--- src/rtl/vga_plot_arbiter.sv ---
`default_nettype none
// ============================================================================
// Module   : vga_plot_arbiter
// Summary  : Round-robin merge of N_SRC pixel drawers onto one vga_adapter
//            port. It grants one pixel per clock and registers the output.
//            Define VGA_CLIP_EN to drop off-screen pixels and count them in
//            clip_count.
// Revision : 1.0
// ============================================================================
module vga_plot_arbiter #(
  parameter int N_SRC = 4,
  parameter int X_MAX = 160,
  parameter int Y_MAX = 120
) (
  input  logic               clk,
  input  logic               reset_n,
  input  logic               pause,
  input  logic [N_SRC-1:0]   src_req,
  input  logic [8*N_SRC-1:0] src_x,
  input  logic [7*N_SRC-1:0] src_y,
  input  logic [3*N_SRC-1:0] src_colour,
  output logic [N_SRC-1:0]   src_ack,
  output logic [7:0]         vga_x,
  output logic [6:0]         vga_y,
  output logic [2:0]         vga_colour,
  output logic               vga_plot
`ifdef VGA_CLIP_EN
  ,
  output logic [15:0]        clip_count
`endif
);

  localparam int             PTR_W = $clog2(N_SRC);
  localparam logic [PTR_W:0] N_W   = (PTR_W+1)'(N_SRC);
  localparam logic [7:0]     X_LIM = 8'(X_MAX);
  localparam logic [6:0]     Y_LIM = 7'(Y_MAX);

  logic [PTR_W-1:0] ptr_q, ptr_d;
  logic [7:0]       x_q, x_d;
  logic [6:0]       y_q, y_d;
  logic [2:0]       colour_q, colour_d;
  logic             plot_q, plot_d;

  logic [2*N_SRC-1:0] w_req2;
  logic [N_SRC-1:0]   w_rot;
  logic [PTR_W-1:0]   w_first;
  logic [PTR_W:0]     w_sum;
  logic [PTR_W:0]     w_inc;
  logic [PTR_W-1:0]   w_gidx;
  logic [PTR_W-1:0]   w_next;
  logic               w_grant_en;
  logic [7:0]         w_sel_x;
  logic [6:0]         w_sel_y;
  logic [2:0]         w_sel_colour;
  logic               w_on_screen;
  logic               w_plot_ok;

  // Rotate requests so bit k is the source k places after ptr.
  assign w_req2 = {src_req, src_req};
  assign w_rot  = N_SRC'(w_req2 >> ptr_q);

  always_comb begin
    w_first = '0;
    for (int k = N_SRC - 1; k >= 0; k--) begin
      if (w_rot[k]) w_first = PTR_W'(k);
    end
  end

  assign w_grant_en = reset_n & ~pause & (|src_req);
  assign w_sum      = {1'b0, ptr_q} + {1'b0, w_first};
  assign w_gidx     = (w_sum >= N_W) ? PTR_W'(w_sum - N_W) : w_sum[PTR_W-1:0];
  assign w_inc      = {1'b0, w_gidx} + (PTR_W+1)'(1);
  assign w_next     = (w_inc >= N_W) ? '0 : w_inc[PTR_W-1:0];

  always_comb begin
    src_ack = '0;
    if (w_grant_en) src_ack[w_gidx] = 1'b1;
  end

  always_comb begin
    w_sel_x      = '0;
    w_sel_y      = '0;
    w_sel_colour = '0;
    for (int i = 0; i < N_SRC; i++) begin
      if (src_ack[i]) begin
        w_sel_x      = src_x[8*i +: 8];
        w_sel_y      = src_y[7*i +: 7];
        w_sel_colour = src_colour[3*i +: 3];
      end
    end
  end

  assign w_on_screen = (w_sel_x < X_LIM) && (w_sel_y < Y_LIM);

`ifdef VGA_CLIP_EN
  logic [15:0] clip_q, clip_d;

  assign w_plot_ok = w_on_screen;

  always_comb begin
    clip_d = clip_q;
    if (w_grant_en && !w_on_screen && (clip_q != 16'hFFFF)) begin
      clip_d = clip_q + 16'd1;
    end
  end

  always_ff @(posedge clk) begin
    if (!reset_n) clip_q <= '0;
    else          clip_q <= clip_d;
  end

  assign clip_count = clip_q;
`else
  // Without clipping every transfer plots with its raw coordinates.
  logic w_unused_bounds;
  assign w_unused_bounds = w_on_screen;
  assign w_plot_ok       = 1'b1;
`endif

  always_comb begin
    ptr_d    = ptr_q;
    x_d      = x_q;
    y_d      = y_q;
    colour_d = colour_q;
    plot_d   = 1'b0;
    if (w_grant_en) begin
      ptr_d = w_next;
      if (w_plot_ok) begin
        x_d      = w_sel_x;
        y_d      = w_sel_y;
        colour_d = w_sel_colour;
        plot_d   = 1'b1;
      end
    end
  end

  always_ff @(posedge clk) begin
    if (!reset_n) begin
      ptr_q    <= '0;
      x_q      <= '0;
      y_q      <= '0;
      colour_q <= '0;
      plot_q   <= 1'b0;
    end else begin
      ptr_q    <= ptr_d;
      x_q      <= x_d;
      y_q      <= y_d;
      colour_q <= colour_d;
      plot_q   <= plot_d;
    end
  end

  assign vga_x      = x_q;
  assign vga_y      = y_q;
  assign vga_colour = colour_q;
  assign vga_plot   = plot_q;

endmodule
`default_nettype wire

--- config.mk ---
export PLATFORM = sky130hd
export DESIGN_NAME = vga_plot_arbiter
export DESIGN_NICKNAME = d
export VERILOG_FILES = /design/src/rtl/vga_plot_arbiter.sv
export SDC_FILE = /design/constraint.sdc
export NUM_CORES = 1
export LEC_CHECK = 0
export ABC_CLOCK_PERIOD_IN_PS = 7850
export CORE_ASPECT_RATIO = 0.6
export CORE_UTILIZATION = 35
export DETAILED_ROUTE_END_ITERATION = 10
export PLACE_DENSITY = 0.9
export SLEW_MARGIN = 20
export SYNTH_ARGS = -nofsm -noshare
export SYNTH_HDL_FRONTEND = slang
export SYNTH_SLANG_ARGS = --single-unit
--- constraint.sdc ---
create_clock -name clk -period 7.85 [get_ports clk]
set_input_delay 2.355 -clock clk [delete_from_list [all_inputs] [get_ports clk]]
set_output_delay 2.355 -clock clk [all_outputs]
set_load 0.03 [all_outputs]
* Word-level counts from Yosys, hierarchy flattened
Index checks and enable logic that the tools add are counted.
** Word-level totals
- Output and inout port bits :: 23
- Word-level logic and storage cells :: 40
- Flip-flop bits (word level) :: 21
- Input port bits :: 79
** Operators by class
- Reduce and logical (&&, ||, !) cells :: 2
- Magnitude comparators :: 4
- Shifts and indexed selects :: 1
- Muxes and demuxes :: 22
- Bitwise operators :: 3
- Add/sub/neg operators :: 3
** Operators with widths (count)
- $mux 8 :: 4
- $mux 7 :: 4
- $mux 2 :: 6
- $mux 3 :: 4
- $shr 8x2->4 :: 1
- $ge 3x3->1 const B :: 2
- $mux 4 :: 1
- $reduce_or 4->1 :: 1
- $add 2x1->3 const B :: 1
- $add 2x2->3 :: 1
- $lt 2x3->1 const B :: 1
- $and 1x1->1 :: 2
- $demux 1 s2 :: 1
- $ge 2x1->1 const B :: 1
- $mux 1 :: 2
- $sub 2x1->2 const B :: 1
- $logic_and 1x1->1 :: 1
- $not 1->1 :: 1

* Longest topological paths before layout
Gate-level depths: netlist (run 1).
- Depth after elaboration :: 17
- Depth in mapped cells :: 14
- Depth with buffers taken out :: 11

* Worst setup path before layout (run 1)
Ideal clock, no wire load.
- Path type :: input-to-output
- From :: in src_req[2]
- To :: out src_ack[3]
- Slack :: 0.980 ns
- Cell stages on the path :: 11
- Data arrival time :: 4.515 ns
- Path buffers :: 3
- Cell sequence :: clkbuf_2 > nor2_1 > nor3_1 > a221oi_1 > o21ai_0 > ha_1 > xor2_1 > ha_1 > clkbuf_1 > clkbuf_1 > and2_1
** Between the ends
- Cells in the longest elaborated chain, start to end :: 13
- Elaborated cells between the ends (all ways) :: 17
** Ends and longest elaborated chain
- from (decl) :: RTL line 18 : input logic [N_SRC-1:0] src_req,
- $shr 8x2->4 :: RTL line 60 : assign w_rot = N_SRC'(w_req2 >> ptr_q);
- $mux 2 (4 in a row) :: RTL line 65 : if (w_rot[k]) w_first = PTR_W'(k);
- $add 2x2->3 :: RTL line 70 : assign w_sum = {1'b0, ptr_q} + {1'b0, w_first};
- $ge 3x3->1 / $sub 2x1->2 (equally long branches) :: RTL line 71 : assign w_gidx = (w_sum >= N_W) ? PTR_W'(w_sum - N_W) : w_sum[PTR_W-1:0];
- $mux 2 :: RTL line 71
- $lt 2x3->1 (implied by the code) / $ge 2x1->1 (equally long branches) :: RTL line 77 : if (w_grant_en) src_ack[w_gidx] = 1'b1;
- $logic_and 1x1->1 (implied by the code) :: RTL line 77
- $mux 1 (implied by the code) :: RTL line 77
- $demux 1 s2 :: RTL line 77
- $mux 4 * :: RTL line 77
- to (decl) :: RTL line 22 : output logic [N_SRC-1:0] src_ack,
Mark *: on every way between the ends. The rest lies on a longest branch, timed or not.

* Final worst setup path (run 1)
- From :: in src_req[0]
- To :: out src_ack[0]
The elaborated chain is that of the path after synthesis.

==> results.json, run 1 <==
{
  "clockRootBuffer": "clkbuf_8",
  "p_per_area_nw_per_um2": 182,
  "die_y_um": 53.1,
  "vias": 1903,
  "wl_met1_mm": 2.68,
  "p_sw_share_pct": 42.5,
  "synth_top_area_cell": "dfxtp_1",
  "dr.pass1.iters": 4,
  "fin_setup_tns_ps": 0,
  "relSlewSlack_pct": 58.8,
  "overflow": 0,
  "drc": 0,
  "cp_max_fo": 8,
  "hp-class": "flip-flop to flip-flop",
  "detail-route-antenna-nets": 0,
  "die_w_um": 87.2,
  "dr_wl_met2_mm": 2.18,
  "met3_length_um": 502,
  "area_delta_synth_final_pct": 70.0,
  "synth_flop_cell": "dfxtp_1",
  "yosysWarnings": 0,
  "crit_path_start": "src_req[0]",
  "grt_pass1_vias": 1577,
  "r2r_cells": 11,
  "post_drt_wl_per_cell_um": 14.3,
  "seq_area_frac_synth_pct": 27.6,
  "timing.final.crit_period_ps": 7430,
  "io_pins": 102,
  "p_sw_w": 0.000201,
  "first_iter_violations": 83,
  "status": "completed",
  "cpPeakStageDelay_ps": 700,
  "maxCapViolCount": 0,
  "antenna_found_initial": 0,
  "clock_latency_ps": 250,
  "total_power_w": 0.000473,
  "cts_tree": "yes",
  "cp-start-kind": "input port",
  "synthCells": 229,
  "antenna_cells": 0,
  "viasPerCell": 5.05,
  "grt_pass1_wl_mm": 7.78,
  "htree_levels": 1,
  "power_leakage_nw": 1.04,
  "finalWorstSetupSlack_ps": 424,
  "clock_path_buffers": 2,
  "seq_power_share_pct": 26.3,
  "setup_violations": 0,
  "die_area_um2": 4630,
  "r2r_slack_ps": 5070,
  "max-vdd-ir-drop_mv": 0.0926,
  "path_cells": "clkdlybuf4s50_1 > nor2_1 > nor3_1 > a221oi_1 > o21ai_0 > ha_1 > xnor2_1 > ha_1 > and2_1 > clkdlybuf4s50_1",
  "clock-sinks": 21,
  "hold_viol": 0,
  "cp_slowest_cell": "clkdlybuf4s50_1",
  "routed.top_layer": "met4",
  "ys_seq_elements": 21,
  "comb_power_share_pct": 59.5,
  "yosys-top-cells-area": "dfxtp_1 (28%), a21oi_1 (18%), o21ai_0 (12%), a22oi_1 (8.9%), inv_1 (5.4%)",
  "grt_setup_unrepaired": "false",
  "final_max_slew_viol_count": 0,
  "drive_gt1_share_pct": 4.42,
  "worstSetupEndpointType": "output pin",
  "r2r-end": "vga_x[1]",
  "power_frac_clock_pct": 14.2,
  "numCtsBuffers": 3,
  "post_synth_instance_area_um2": 1530,
  "p_int_w": 0.000272,
  "crit-reg2reg-launch": "ptr_q[0]",
  "endpoint": "src_ack[0]",
  "path_clk_slew_ps": 70,
  "pre_cts_slack_ps": 426,
  "yosys.area.top_type_share_pct": 27.6,
  "synth_edf_count": 0,
  "path_class": "input port to output pin",
  "clock_skew_ps": 0.914,
  "finalWeightedCongestion": 0.823,
  "crit_required_ps": 5500,
  "layout.nets": 402,
  "grt_max_degree": 45,
  "core_um2": 4140,
  "fmax_mhz": 135,
  "instances_no_fill": 377,
  "drt-total-wl_mm": 5.39,
  "synth_fp_nets": 313,
  "start_util_pct": 36.8,
  "postCtsSetupBuffers": 0,
  "cp.arrival_ps": 5070,
  "row_count": 18,
  "dp_hpwl_mm": 4.24,
  "yosysMostFrequentCell": "a21oi_1",
  "portBuffers": 101,
  "ys_types": 29,
  "grt_use_total_pct": 22.5,
  "cts_resized": 0,
  "hold_buffers": 0,
  "synth_area_per_cell_um2": 6.66,
  "synth_common_cells": "a21oi_1 (55), o21ai_0 (37), inv_1 (22), nand2_1 (22), dfxtp_1 (21)",
  "synth-async-reset-ratio_pct": 0,
  "worstMarginPinSlew_ps": 616,
  "placed_cells": 373,
  "holdWs_ps": 515,
  "period_share_pct": 94.6
}
logic make-up after synthesis:
kind of cell	count (synthesis)	share of synthesized area, %
AOI/OAI and AO/OA	120	45.0
buffers and inverters	44	11.6
and+or+nand+nor	37	10.6
DFF	21	27.6
adders and majority gates	5	4.10
xor gates and xnor gates	2	1.15
critical path: cells and delay by family:
kind                     cells  cell delay [ps]
AND/OR/NAND/NOR              3              420
adder cells (fa/ha/maj)      2              440
XOR/XNOR                     1              220
buffers and inverters        2             1230
AO/OA/AOI/OAI                2              410
layer usage:
layer / up-vias / GRT usage (%)
met3: 2 / 5.15
met2: 67 / 34.9
met1: 851 / 32.0
met4: 0 / 4.10
li1: 983 / -
met5: - / 0
flip-flops by register name (all words and copies together) (netlist names):
name        flops
ptr_q           2
vga_colour      3
vga_y           7
vga_x           8
vga_plot        1
power by group through the flow:
stage | registers (W) | clock network, W | logic (W)
floorplan | 0.000143 | 0 | 0.000149
global placement | 0.000126 | 0 | 0.000273
detailed placement | 0.000127 | 0 | 0.000279
CTS | 0.000124 | 0.0000687 | 0.000280
global route | 0.000126 | 0.0000732 | 0.000311
finish | 0.000124 | 0.0000671 | 0.000281
metrics by stage:
step	instance area [µm²]	utilization [%]
6_report	2590	62.6
5_1_grt	2590	62.6
4_1_cts	2590	62.6
3_5_place_dp	2550	61.5
3_3_place_gp	2550	61.5
2_1_floorplan	1530	-
how the worst min path moves through the flow:
stage	start	to	slack [ps]	depth (start not counted)
floorplan	ptr_q[1]	ptr_q[1]	460	2
global placement	ptr_q[1]	ptr_q[1]	480	2
detailed placement	ptr_q[1]	ptr_q[1]	510	2
CTS	ptr_q[1]	ptr_q[1]	520	2
global route	vga_y[4]	vga_y[4]	530	2
finish	vga_y[4]	vga_y[4]	510	2
placed cells by master, fill, tap and decap left out, types with 2 or more instances in the layout:
cell / synthesis / final
a21oi_1: 55 / 55
a22oi_1: 18 / 18
and2_1: 4 / 4
buf_4: 0 / 8
clkbuf_8: 0 / 3
clkdlybuf4s50_1: 0 / 98
dfxtp_1: 21 / 21
ha_1: 5 / 5
inv_1: 22 / 22
nand2_1: 22 / 22
nand2b_1: 2 / 2
nor2_1: 5 / 5
nor3_1: 2 / 2
o21ai_0: 37 / 37
cell type report:
class                      instances  area, µm²
fill                             373       1550
tap                               60       75.1
timing repair buffer             106       1040
inverter                          22       82.6
sequential                        21        420
multi-input combinational        164        928
clock buffer                       4       45.0
Note: power is estimated with default switching activity, not from simulation.
==> run 2: changes to the inputs <==
--- a/config.mk
+++ b/config.mk
@@ -7,9 +7,9 @@
 export LEC_CHECK = 0
 export ABC_CLOCK_PERIOD_IN_PS = 7850
 export CORE_ASPECT_RATIO = 0.6
-export CORE_UTILIZATION = 35
+export CORE_UTILIZATION = 39
 export DETAILED_ROUTE_END_ITERATION = 10
-export PLACE_DENSITY = 0.9
+export PLACE_DENSITY = 0.95
 export SLEW_MARGIN = 20
 export SYNTH_ARGS = -nofsm -noshare
 export SYNTH_HDL_FRONTEND = slang
==> results.json, run 2 (synthesis gave the netlist of run 1 again) <==
{
  "fin_setup_tns_ps": 0,
  "cts_resized": 0,
  "dp_hpwl_mm": 4.25,
  "grt_use_total_pct": 26.0,
  "first_iter_violations": 81,
  "hold_viol": 0,
  "cp_slowest_cell": "clkdlybuf4s50_1",
  "clock_path_buffers": 2,
  "htree_levels": 1,
  "p_per_area_nw_per_um2": 185,
  "setup_violations": 0,
  "postCtsSetupBuffers": 0,
  "vias": 1912,
  "clock_skew_ps": 3.17,
  "endpoint": "src_ack[0]",
  "fillers": 313,
  "period_share_pct": 95.9,
  "fmax_mhz": 133,
  "path_cells": "clkdlybuf4s50_1 > nor2_1 > nor3_1 > a221oi_1 > o21ai_0 > ha_1 > xnor2_1 > ha_1 > and2_1 > clkdlybuf4s50_1",
  "io_pins": 102,
  "die_w_um": 82.7,
  "clock_latency_ps": 260,
  "largest_reg_flops": 8,
  "drc": 0,
  "path_class": "input port to output pin",
  "drive_gt1_share_pct": 5.03,
  "r2r_slack_ps": 5020,
  "path_clk_slew_ps": 80,
  "finalWeightedCongestion": 0.861,
  "crit_path_start": "src_req[0]",
  "r2r-end": "vga_x[0]",
  "viasPerCell": 5.24,
  "worstMarginPinSlew_ps": 384,
  "overflow": 0,
  "die_area_um2": 4170,
  "cts_tree": "yes",
  "post_drt_wl_per_cell_um": 15.1,
  "cp_max_fo": 8,
  "clockRootBuffer": "clkbuf_8",
  "start_util_pct": 41.2,
  "status": "completed",
  "finalWorstSetupSlack_ps": 325,
  "cp-start-kind": "input port",
  "detail-route-antenna-nets": 0,
  "relSlewSlack_pct": 74.3,
  "area_delta_synth_final_pct": 69.6,
  "r2r_cells": 11,
  "timing.final.crit_period_ps": 7530,
  "layout.nets": 403,
  "hp-class": "flip-flop to flip-flop",
  "crit_required_ps": 5500,
  "die_y_um": 50.4,
  "numCtsBuffers": 3,
  "power_leakage_nw": 1.04,
  "cpPeakStageDelay_ps": 720,
  "drt-total-wl_mm": 5.51,
  "layout_commonest_cell": "clkdlybuf4s50_1",
  "dr.pass1.iters": 5,
  "crit-reg2reg-launch": "ptr_q[0]",
  "core_um2": 3700,
  "maxCapViolCount": 0,
  "grt_max_degree": 45,
  "portBuffers": 101,
  "clock-sinks": 21,
  "final_max_slew_viol_count": 0,
  "pre_cts_slack_ps": 360,
  "max-vdd-ir-drop_mv": 0.149,
  "grt_pass1_wl_mm": 7.97,
  "cp.arrival_ps": 5170,
  "layout_common_cells": "clkdlybuf4s50_1 (98), a21oi_1 (55), o21ai_0 (37), inv_1 (22), nand2_1 (22)",
  "worstSetupEndpointType": "output pin",
  "row_count": 17,
  "hold_buffers": 0,
  "antenna_found_initial": 0,
  "grt_pass1_vias": 1615,
  "grt_setup_unrepaired": "false",
  "antenna_cells": 0
}
[run 2: cell types whose count changed in the layout (fill, tap and decap cells not counted)]
cell and change:
clkbuf_1 -1, buf_4 +1, clkinvlp_4 +1
[run 2: worst min-delay path by stage]
stage,endpoint,cells past startpoint,start,slack (ps)
finish,ptr_q[1],2,ptr_q[1],520
global route,ptr_q[1],2,ptr_q[1],530
CTS,ptr_q[1],2,ptr_q[1],500
detailed placement,ptr_q[1],2,ptr_q[1],490
global placement,ptr_q[1],2,ptr_q[1],480
floorplan,ptr_q[1],2,ptr_q[1],460
[run 2: critical path: cells and delay by family]
| kind | cells | cell delay [ps] |
|---|---|---|
| AO/OA/AOI/OAI | 2 | 450 |
| buffers and inverters | 2 | 1250 |
| XOR/XNOR | 1 | 220 |
| adder cells (fa/ha/maj) | 2 | 440 |
| AND/OR/NAND/NOR | 3 | 450 |
[run 2: area by class of cell]
cell class / count / area (µm²) / share of cell area (%)
sequential: 21 / 420 / 16.2
clock inverter: 1 / 7.51 / 0.290
inverter: 22 / 82.6 / 3.19
tap: 47 / 58.8 / 2.27
clock buffer: 3 / 41.3 / 1.60
multi-input combinational: 164 / 928 / 35.9
timing repair buffer: 107 / 1050 / 40.5
[run 2: per-stage QoR]
step	instance area, µm²	power (W)	util (%)	hold slack [ps]	std cells
5_1_grt	2590	0.000514	69.9	529	365
3_3_place_gp	2540	0.000398	68.6	481	361
2_1_floorplan	1530	0.000292	-	463	229
3_5_place_dp	2540	0.000404	68.6	491	361
4_1_cts	2590	0.000478	69.9	502	365
6_report	2590	0.000479	69.9	524	365
[run 2: where the power goes]
group          total (W)  internal, W  switching [W]  leakage, nW
logic           0.000282     0.000118       0.000164        0.848
registers       0.000124     0.000117     0.00000683        0.173
clock network  0.0000726    0.0000359      0.0000367       0.0217
total           0.000479     0.000272       0.000207         1.04
[run 2: layer usage]
metal | track usage (%) | vias to the layer above | routed length, µm
met2 | 39.5 | 73 | 2270
met4 | 4.31 | 0 | 45
li1 | - | 983 | -
met5 | 0 | - | 0
met1 | 37.3 | 847 | 2610
met3 | 6.55 | 9 | 587
==> RTL edit 1: new RTL, settings of run 2 <==
Take the reset off `x_q` and `y_q` and load them in a clocked block of their own.
--- a/src/rtl/vga_plot_arbiter.sv
+++ b/src/rtl/vga_plot_arbiter.sv
@@ -137,17 +137,18 @@
   always_ff @(posedge clk) begin
     if (!reset_n) begin
       ptr_q    <= '0;
-      x_q      <= '0;
-      y_q      <= '0;
       colour_q <= '0;
       plot_q   <= 1'b0;
     end else begin
       ptr_q    <= ptr_d;
-      x_q      <= x_d;
-      y_q      <= y_d;
       colour_q <= colour_d;
       plot_q   <= plot_d;
     end
+  end
+
+  always_ff @(posedge clk) begin
+    x_q <= x_d;
+    y_q <= y_d;
   end
 
   assign vga_x      = x_q;
Function: differs if reset_n is asserted again (counterexample within 4 cycles, from zero or initial values and one cycle with reset_n low); with reset_n held inactive, the same outputs for 10 cycles.
==> RTL edit 1 against run 2 <==
Total power is 5.5% lower; cell count is 14% lower; combinational power is 13% lower; sequential cell count is the same; design area is 0.63% higher; setup slack better by 0.18 ns; register-to-register slack worse by 0.20 ns; routed wire length is 11% lower; hold slack improved by 0.025 ns; area after synthesis is 1.7% higher; largest power group unchanged.
==> RTL edit 1: results (changes against run 2) <==
- The flow ran to the end, and the final reports show no timing, DRC or antenna violations.
- The wire length of the first global-routing pass was 7860 um (-1.4%).
- By count the netlist is led by 22 x sky130_fd_sc_hd__a21oi_1, 22 x sky130_fd_sc_hd__inv_1, 19 x sky130_fd_sc_hd__nand2_1.
- The routed length on met2 is 2220 um (-2.5%).
- The worst-case setup slack after placement was 0.529 ns (+0.169 ns).
- The data arrival time of the worst path is 4.99 ns (-0.18 ns).
- The total half-perimeter wirelength after legalization and detailed placement was 3630 um (-15%).
- The leakage power is 1.04 nW (-0.16%).
- The number of flops mapped to enable cells by yosys is 15 (+15).
- The number of nets in the synthesized netlist is 259 (-17%).
- The worst ir drop on vdd is 0.0000887 V (-40%).
- The detailed-router iteration count before antenna repair is 4 (-1).
- The average wire per standard cell is 15.6 um (+3.4%).
- The clock network latency to the later pin of the worst-skew pair is 0.26 ns (about the same).
- The pin count of the biggest net entering global routing is 37 (-18%).
- The met3 usage in global routing was 7.92% (+1.4 points).
- For this run, the leading register cell type out of synthesis is sky130_fd_sc_hd__edfxtp_1.
- The sequential-to-total area share from yosys stat is 36.8% (+9.2 points).
- The global-route met1 utilization is 30.1% (-7.3 points).
- The number of global-route vias before repair came to 1,697 (+5.1%).
- The total vias in the final route is 1,690 (-12%).
- The maximum clock skew at final layout came to 0.00199 ns (-0.00117 ns).
- The mean area per synthesized cell is 8.87 um^2 (+33%).
- The total track usage is 23.9% (-2.1 points).
- The starting DRC count in detailed routing came to 65 (-20%).
- The number of nets in the final layout was 352 (-13%).
- The total placed cells including tap cells is 310 (-14%).
- After synthesis, the cell types taking the most area are sky130_fd_sc_hd__edfxtp_1 29%, sky130_fd_sc_hd__a211o_1 8.5%, sky130_fd_sc_hd__a221oi_1 8.5%.
- The area after detailed placement was 0.00256 mm^2 (+0.79%).
- The count of filler cells inserted in the layout is 293 (-6.4%).
- The routed length on met1 is 2220 um (-15%).
- The unique cell type count in the Yosys netlist is 35 (+21%).
==> RTL edit 1: worst paths after layout <==
kind | from | end | slack [ns] | cells after the start
worst max register to register | ptr_q[0] | vga_y[3] | 4.82 | 11
worst min register to register | ptr_q[1] | ptr_q[1] | 0.55 | 2
worst min-delay path | ptr_q[1] | ptr_q[1] | 0.55 | 2
worst max-delay path | src_req[1] | src_ack[0] | 0.51 | 9
==> RTL edit 1: cell families after synthesis <==
group / synth area share (%)
buffers and inverters: 11.2
flip-flops: 36.8
AO/OA/AOI/OAI: 34.3
adder cells (fa/ha/maj): 4.03
XOR/XNOR: 1.13
AND/OR/NAND/NOR: 12.6
==> RTL edit 1: power groups by stage <==
stage | clock (mW) | sequential, mW | combinational, mW
after global placement | 0 | 0.137 | 0.238
after detailed placement | 0 | 0.138 | 0.245
after floorplan | 0 | 0.150 | 0.144
after CTS | 0.0728 | 0.135 | 0.248
after global routing | 0.0764 | 0.136 | 0.268
final | 0.0711 | 0.135 | 0.246
==> RTL edit 1: critical path, cell delays in order <==
cell and delay, ns:
sky130_fd_sc_hd__clkdlybuf4s50_1 0.62, sky130_fd_sc_hd__nor2_1 0.08, sky130_fd_sc_hd__or4_1 0.40, sky130_fd_sc_hd__o2111ai_1 0.11, sky130_fd_sc_hd__ha_1 0.24, sky130_fd_sc_hd__xnor2_1 0.17, sky130_fd_sc_hd__ha_1 0.22, sky130_fd_sc_hd__and2_4 0.14
sky130_fd_sc_hd__clkdlybuf4s50_1 0.65
==> RTL edit 1: layout make-up <==
cell class	instances	area, um^2	area share [%]
inverter	23	88.8	3.41
multi-input combinational	114	807	31.0
tap	47	58.8	2.26
sequential	21	571	21.9
timing repair buffer	105	1030	39.7
clock buffer	4	45.0	1.73
==> RTL edit 2: new RTL, config.mk and constraints of run 2 <==
Made on the original files. `N_SRC`: 4 -> 8.
--- a/src/rtl/vga_plot_arbiter.sv
+++ b/src/rtl/vga_plot_arbiter.sv
@@ -8,7 +8,7 @@
 // Revision : 1.0
 // ============================================================================
 module vga_plot_arbiter #(
-  parameter int N_SRC = 4,
+  parameter int N_SRC = 8,
   parameter int X_MAX = 160,
   parameter int Y_MAX = 120
 ) (
Interface: changed (5 resized); port bits go from 102 to 182. No check against the original RTL was run, so the function may have changed too.
==> RTL edit 2 against run 2 <==
Routed wire length is 100% higher; area after synthesis up 91%; global-route usage is 2.1 points higher; design area increased by 100%; die area rose by 88%; setup slack worse by 0.12 ns; total power increased to 3.1 times the old value; sequential cell count is 1 higher; highest routed layer unchanged; critical endpoint is now src_ack[2]; largest cell class is now multi-input combinational cells; core utilization increased by 1.9 points; sequential power increased by 72%.
==> RTL edit 2: results (changes against run 2) <==
- The xor/xnor cell area share of the yosys netlist is 2.49% (+1.3 points).
- The number of flip-flops and latches came to 22 (+4.8%).
- The maximum clock skew at final layout is 0.00125 ns (-0.00191 ns).
- The fraction of layout instances using a drive strength above 1 is 24.2% (+19 points).
- The unique cell type count in the Yosys netlist was 42 (+45%).
- The peak fanout along the critical path is 6 (-2).
- The clock buffer count in the final layout came to 4 (+1).
- The total vias in the final route is 3,478 (+82%).
- The number of nets in the synthesized netlist is 484 (+55%).
- The share of final layout cell area taken by non-clock buffers is 39.8% (-0.75 points).
- Ranked by total cell area, the synthesized netlist is headed by sky130_fd_sc_hd__mux4_2 28%, sky130_fd_sc_hd__dfxtp_1 15%, sky130_fd_sc_hd__mux2i_1 8.9%.
- The worst ir drop on vdd is 0.000159 V (+7.0%).
- The total wire length after detailed routing is 11,300 um (+100%).
- The final weighted congestion in routability-driven placement is 0.873 (+1.4%).
- The hold path startpoint is vga_colour[2].
- The number of global-route vias before repair is 3,395 (+110%).
- The area after detailed placement was 0.00497 mm^2 (+96%).
- The startpoint identified for the worst register-to-register timing path is ptr_q[1].
- The number of combinational gates with multiple inputs is 270 (+65%).
- The count of filler cells inserted in the layout is 516 (+65%).
- The share of synthesized cell area in full adder, half adder and majority cells was 1.54% (-2.6 points).
- The clock edge transition at the registers on the reported setup and hold paths came to 0.06 ns (-0.02 ns).
- The multiplexer area fraction after synthesis was 39.4% (+39 points).
- The clock buffer and inverter area fraction after layout was 1.71% (-0.18 points).
- The flow ran to the end, and the final reports show no timing, DRC or antenna violations.
- Sorting the synthesized cells by how often they occur yields 60 x sky130_fd_sc_hd__nand2_1, 48 x sky130_fd_sc_hd__nor2_1, 36 x sky130_fd_sc_hd__mux4_2.
- The number of port buffers is 181 (+79%).
- The register-to-register setup slack is 3.10 ns (-1.92 ns).
- The total half-perimeter wirelength after legalization and detailed placement is 9070 um (+110%).
- The wire length of the first global-routing pass came to 17,300 um (+120%).
- The starting DRC count in detailed routing is 269 (+230%).
-- RTL edit 2: cell count changes in the layout (fill, tap and decap cells not counted), sizes merged, moves of 10 or more --
cell           delta
a21oi            -54
a22oi            -18
buf              +34
clkdlybuf4s50    +67
inv              -19
mux2i            +26
mux4             +36
nand2            +38
nor2             +43
nor3             +19
nor4             +10
o211ai           +20
o21ai            -34
-- RTL edit 2: stage by stage --
stage | setup slack, ns | instances | setup TNS [ns] | util [%]
2_1_floorplan | -0.264 | 326 | -0.527 | -
3_3_place_gp | -0.219 | 612 | -1.01 | 68.6
3_5_place_dp | -0.237 | 612 | -1.02 | 68.6
4_1_cts | 0.00288 | 619 | 0 | 71.1
5_1_grt | 0.0164 | 620 | 0 | 71.9
6_report | 0.208 | 620 | 0 | 71.9
-- RTL edit 2: power by group through the flow --
| stage | Clock, mW | Combinational, mW | Sequential (mW) |
|---|---|---|---|
| 2_1_floorplan | 0 | 0.633 | 0.289 |
| 3_3_place_gp | 0 | 1.05 | 0.209 |
| 3_5_place_dp | 0 | 1.07 | 0.212 |
| 4_1_cts | 0.119 | 1.11 | 0.212 |
| 5_1_grt | 0.126 | 1.19 | 0.220 |
| 6_report | 0.119 | 1.13 | 0.213 |
-- RTL edit 2: what timing repair did --
item / in CTS / in global routing
hold buffers: 0 / 0
setup endpoints to repair: 7 / 8
pin swaps: 7 / 8
resized for setup: 21 / 12
setup buffers: 3 / 2
-- RTL edit 2: layer usage --
metal	vias to the layer above	track usage [%]	share of wire, %
met2	205	47.6	48
li1	1600	-	-
met3	16	4.75	8.4
met1	1657	38.7	43
met4	0	3.36	1.2
met5	-	0	0
